[config.mk]
export PLATFORM = sky130hd
export DESIGN_NAME = score_display_ctrl
export DESIGN_NICKNAME = d
export VERILOG_FILES = /design/src/rtl/score_display_ctrl.sv
export SDC_FILE = /design/constraint.sdc
export NUM_CORES = 1
export LEC_CHECK = 0
export BUFFER_PORTS_ARGS = -buffer_cell sky130_fd_sc_hd__buf_2
export CORE_ASPECT_RATIO = 0.9
export CORE_UTILIZATION = 50
export DETAILED_ROUTE_END_ITERATION = 10
export PLACE_DENSITY = 0.71
export SLEW_MARGIN = 20
export SYNTH_ARGS = -nofsm -noshare
export SYNTH_HDL_FRONTEND = slang
export SYNTH_SLANG_ARGS = --single-unit
[constraint.sdc]
create_clock -name clk -period 2.5 [get_ports clk]
set_input_delay 0.125 -clock clk [delete_from_list [all_inputs] [get_ports clk]]
set_output_delay 0.125 -clock clk [all_outputs]
set_load 0.05 [all_outputs]
[src/rtl/score_display_ctrl.sv]
// ---------------------------------------------------------------------------
// score_display_ctrl
// Multi-digit BCD score counter with saturation/overflow and a time-
// multiplexed, active-low 7-segment display driver with leading-zero
// blanking. Optional high-score register behind macro SCORE_HISCORE_EN.
//
// Parameters:
//   NUM_DIGITS  BCD digits counted and displayed (1..8)
//   SCAN_DIV    clk cycles each digit stays selected (>= 2)
// Ports:
//   clk        system clock
//   reset      asynchronous active-high reset
//   score      score event, counted when ld is also high
//   ld         count enable
//   clr        synchronous clear of score and overflow (wins over counting)
//   show_hi    display the high score (SCORE_HISCORE_EN only)
//   score_bcd  current score, digit 0 in bits [3:0]
//   overflow   sticky, set on an increment attempted at all-9s
//   seg        {A,B,C,D,E,F,G}, active-low
//   AN         digit anodes, active-low one-hot
// ---------------------------------------------------------------------------
module score_display_ctrl #(
    parameter int unsigned NUM_DIGITS = 4,
    parameter int unsigned SCAN_DIV   = 100000
) (
    input  logic                    clk,
    input  logic                    reset,
    input  logic                    score,
    input  logic                    ld,
    input  logic                    clr,
    input  logic                    show_hi,
    output logic [4*NUM_DIGITS-1:0] score_bcd,
    output logic                    overflow,
    output logic [6:0]              seg,
    output logic [7:0]              AN
);

    localparam int unsigned BW = 4 * NUM_DIGITS;
    localparam int unsigned PW = (SCAN_DIV > 1) ? $clog2(SCAN_DIV) : 1;
    localparam int unsigned IW = (NUM_DIGITS > 1) ? $clog2(NUM_DIGITS) : 1;
    localparam logic [PW-1:0] PRE_LAST = PW'(SCAN_DIV - 1);
    localparam logic [IW-1:0] IDX_LAST = IW'(NUM_DIGITS - 1);

    logic [BW-1:0] inc_val;
    logic          all_nines;
    logic [BW-1:0] disp_val;
    logic [PW-1:0] prescale;
    logic [IW-1:0] scan_idx;
    logic [3:0]    cur_digit;
    logic          cur_blank;
    logic [7:0]    an_next;

    // Active-low segment pattern for one BCD code
    function automatic logic [6:0] seg_decode(input logic [3:0] d);
        logic [6:0] s;
        case (d)
            4'd0:    s = 7'b0000001;
            4'd1:    s = 7'b1001111;
            4'd2:    s = 7'b0010010;
            4'd3:    s = 7'b0000110;
            4'd4:    s = 7'b1001100;
            4'd5:    s = 7'b0100100;
            4'd6:    s = 7'b0100000;
            4'd7:    s = 7'b0001111;
            4'd8:    s = 7'b0000000;
            4'd9:    s = 7'b0000100;
            default: s = 7'b1111111;
        endcase
        return s;
    endfunction

    // BCD +1 with ripple carry; all_nines marks the saturation point
    always_comb begin
        logic carry;
        inc_val   = score_bcd;
        all_nines = 1'b1;
        carry     = 1'b1;
        for (int i = 0; i < int'(NUM_DIGITS); i++) begin
            if (score_bcd[4*i +: 4] != 4'd9) begin
                all_nines = 1'b0;
            end
            if (carry) begin
                if (score_bcd[4*i +: 4] == 4'd9) begin
                    inc_val[4*i +: 4] = 4'd0;
                end else begin
                    inc_val[4*i +: 4] = score_bcd[4*i +: 4] + 4'd1;
                    carry             = 1'b0;
                end
            end
        end
    end

    // Score and sticky overflow; clr beats any same-cycle increment
    always_ff @(posedge clk or posedge reset) begin
        if (reset) begin
            score_bcd <= '0;
            overflow  <= 1'b0;
        end else if (clr) begin
            score_bcd <= '0;
            overflow  <= 1'b0;
        end else if (score && ld) begin
            if (all_nines) begin
                overflow <= 1'b1;
            end else begin
                score_bcd <= inc_val;
            end
        end
    end

`ifdef SCORE_HISCORE_EN
    logic [BW-1:0] hi_bcd;

    // Nibble-wise BCD ordering matches plain unsigned ordering of the vector
    always_ff @(posedge clk or posedge reset) begin
        if (reset) begin
            hi_bcd <= '0;
        end else if (clr && (score_bcd > hi_bcd)) begin
            hi_bcd <= score_bcd;
        end
    end

    assign disp_val = show_hi ? hi_bcd : score_bcd;
`else
    logic unused_show_hi;
    assign unused_show_hi = show_hi;
    assign disp_val       = score_bcd;
`endif

    // Prescaler and scan index; index wraps at NUM_DIGITS-1
    always_ff @(posedge clk or posedge reset) begin
        if (reset) begin
            prescale <= '0;
            scan_idx <= '0;
        end else if (prescale == PRE_LAST) begin
            prescale <= '0;
            scan_idx <= (scan_idx == IDX_LAST) ? '0 : scan_idx + IW'(1);
        end else begin
            prescale <= prescale + PW'(1);
        end
    end

    // Select the scanned digit; blank it when it and all digits above are zero
    always_comb begin
        logic zero_from_top;
        cur_digit     = 4'd0;
        cur_blank     = 1'b0;
        an_next       = 8'hFF;
        zero_from_top = 1'b1;
        for (int i = int'(NUM_DIGITS) - 1; i >= 0; i--) begin
            zero_from_top = zero_from_top && (disp_val[4*i +: 4] == 4'd0);
            if (IW'(i) == scan_idx) begin
                cur_digit  = disp_val[4*i +: 4];
                cur_blank  = (i != 0) && zero_from_top;
                an_next[i] = 1'b0;
            end
        end
    end

    // Registered display outputs
    always_ff @(posedge clk or posedge reset) begin
        if (reset) begin
            AN  <= 8'hFF;
            seg <= 7'b1111111;
        end else begin
            AN  <= an_next;
            seg <= cur_blank ? 7'b1111111 : seg_decode(cur_digit);
        end
    end

endmodule
==> run_results.csv <==
group,metric,value,unit
synth,ys.flop_type,"dfrtp_1",
die,initial_core_util,52.8,%
setup_path,arrival,2510,ps
drt,top_layer,"met4",
clock_tree,cts_setup_buffers,0,
setup_path,cp-start-kind,"flip-flop",
drt,drtPass1Iterations,4,
power_and_ir_drop,power_frac_seq,47.7,%
die,die_w,81.0,um
grt,grt_pass1_wl,8650,um
die,fp.dieH,73.1,um
power_and_ir_drop,power.total,1.89,mW
clock_tree,ctsHoldBuffers,0,
setup_path,critPathKind,"reg2reg",
drt,dr_wl_met3,148,um
setup_path,cp_max_fo,8,
timing,max_freq,438,MHz
die,rows,25,
min_path,holdCritPathClass,"in2async",
synth,async_flop_share,100,%
synth,syn_area,2810,um2
drt,drt-total-wl,5220,um
power_and_ir_drop,p_comb_share,25.0,%
timing,fin_crit_sh,91.3,%
drt,ant_nets,0,
synth,synth_top_area_share,32.1,%
power_and_ir_drop,ir_drop,0.283,mV
drt,wl_per_cell,13.8,um
clock_tree,h-tree-depth,2,
timing,min_period,2280,ps
clock_tree,cts_sinks,47,
synth,yosys.area.top_type,"dfrtp_1",
setup_path,slowest_stage,"dfrtp_1",
clock_tree,clock_path_buffers,2,
placement,gp_congestion,0.805,
synth,yosys_warnings,0,
timing,final_hold_viol_count,0,
timing,setup-tns-final,0,ps
grt,grtUsageTotal,19.0,%
power_and_ir_drop,p_int,1.21,mW
grt,first_global_vias,1850,
setup_path,slowest_delay,380,ps
placement,detailed_place_hpwl,3860,um
timing,finalWorstSetupSlack,217,ps
setup_path,rr_worst_depth,8,
synth,ys_seq_elements,47,
timing,rsz0062_at_grt,"no",
die,fp.dieArea,5920,um2
power_and_ir_drop,p_leak,1.53,nW
drt,wl_met2,2540,um
final_layout,diodes,0,
synth,synthDistinctLibCells,59,
setup_path,cp-end-kind,"flip-flop",
setup_path,path_cells,"inv_1 -> ha_1 -> o311ai_0 -> o311a_1 -> inv_1 -> ha_1 -> or2_2 -> a31oi_1",
clock_tree,clkTransAtPathRegs,90,ps
timing,drv_slew,0,
power_and_ir_drop,p_sw,685,uW
drt,vias,2078,
synth,synth_edf_count,0,
run_status,status,"complete, no violations",
setup_path,worstPathRequired,2730,ps
grt,grt_max_degree,48,
drt,wl_met1,2480,um
power_and_ir_drop,p_per_area,610,nW/um2
clock_tree,cts_resized,0,
die,io_pins,38,
timing,worstMarginPinSlew,951,ps
synth,syn_area_per_cell,10.1,um2
placement,dp_slack,234,ps
final_layout,area_growth,10.5,%
placement,numPortBuffers,32,
die,core_area,5320,um2
clock_tree,cts_root_buf,"clkbuf_8",
clock_tree,cts_buffers,5,
flow_run,drv_cap,0,
synth,netlist_top_cells_area,"dfrtp_1 (32%), dfstp_2 (10%), ha_1 (9.3%), nor2_1 (3.2%), xor2_1 (3.1%)",
drt,drt_iter0_drc,66,
clock_tree,tritoncts,"yes",
power_and_ir_drop,clkPwrFrac,27.3,%
timing,finalSetupViolations,0,
synth,synth_cells,278,
synth,ys_seq_area_share,42.3,%
final_layout,final_layout_size_suffix_gt1_share,24.0,%
clock_tree,clk_latency,300,ps
timing,skew,6.04,ps
drt,viasPerCell,5.48,
power_and_ir_drop,netSwitchingFraction,36.2,%
final_layout,fin_nets,338,
drt,drc,0,
grt,gr-total-overflow,0,
grt,antenna_found_initial,0,
timing,slew_headroom,36.5,%
## cell type report
cell class                      instances  area (um2)
Inverter                               19        71.3
Timing Repair Buffer                   35         183
Sequential cell                        47        1190
Clock buffer                            7        97.6
Tap cell                               67        83.8
Multi-Input combinational cell        203        1470
Fill cell                             477        2210
Clock inverter                          1        6.26
## synthesized netlist by cell type, drive strengths merged, types with 2 or more instances
cell and n:
or4 3, nor4 2, mux2i 5, ha 21
buf 11, and3b 2, mux2 2, or2 2
dfstp 11, o31ai 4, o21ai 12, nor3 5
a21oi 6, nand4 7, dfrtp 36, nor2b 3
a31oi 6, nand3b 6, a21o 4, xnor2 7
o311ai 4, or3 2, nand2b 4, nor2 26
nor3b 2, or4b 3, nand2 23, xor2 10
o21a 2, nand3 15, inv 19
## worst paths after layout
kind,endpoint,from,slack (ps)
min reg2reg,prescale[0]$_DFF_PP0_,prescale[0]$_DFF_PP0_,490
min,score_bcd[15]$_DFFE_PP0P_,reset,40
max in group asynchronous,score_bcd[8]$_DFFE_PP0P_,reset,1870
max,seg[1]$_DFF_PP1_,scan_idx[0]$_DFFE_PP0N_,220
max reg2reg,seg[1]$_DFF_PP1_,scan_idx[0]$_DFFE_PP0N_,220
min in group clk,overflow$_DFFE_PP0P_,ld,100
## power groups by stage
stage	Sequential [mW]	Clock (mW)	Combinational, mW
2_1_floorplan	1.07	0	0.214
3_3_place_gp	0.914	0	0.469
3_5_place_dp	0.917	0	0.476
4_1_cts	0.902	0.529	0.478
5_1_grt	0.913	0.561	0.520
6_report	0.902	0.517	0.474
## worst max-delay path, delay by kind of cell, from the launching register on
kind | cells | cell delay (ps)
compound gates | 3 | 830
simple gates | 1 | 290
fa+ha+maj | 2 | 500
flops | 1 | 380
buf+inv | 2 | 210
## flip-flops by register name (all words and copies together), names as in the netlist
| register | cells |
|---|---|
| scan_idx | 2 |
| overflow | 1 |
| prescale | 17 |
| seg | 7 |
| AN | 4 |
| score_bcd | 16 |
## cells in the final DEF, fill, tap and decap left out, drive strengths merged, types with 5 or more instances in the layout
master	instances
ha	21
mux2i	5
inv	20
dfstp	11
clkbuf	7
nor3	5
xor2	10
nand2	23
nand3	15
o21ai	12
xnor2	7
nor2	26
nand3b	6
dfrtp	36
a31oi	6
nand4	7
buf	35
a21oi	6
## routing by layer
layer	vias to the layer above	track usage [%]
met5	-	0
met4	0	5.36
met3	5	4.13
met2	31	31.8
met1	1008	24.7
li1	1034	-
## cell families after synthesis
kind of cell               count (synthesis)  synth area share [%]
xor gates and xnor gates                  17                  5.30
buffers and inverters                     31                  5.65
adders and majority gates                 21                  9.35
and+or+nand+nor                          111                  23.5
DFF                                       47                  42.3
AOI/OAI and AO/OA                         43                  11.2
other                                      1                 0.133
muxes                                      7                  2.58
## metrics by stage
stage          util (%)  hold WS (ps)  cells  instance area, um2
5_1_grt            58.4           109    379                3100
6_report           58.4          44.0    379                3100
4_1_cts            58.4          75.2    379                3100
3_3_place_gp       56.4           390    371                3000
3_5_place_dp       56.4           402    371                3000
2_1_floorplan         -           291    281                2820
(Power assumes the default switching activity.)
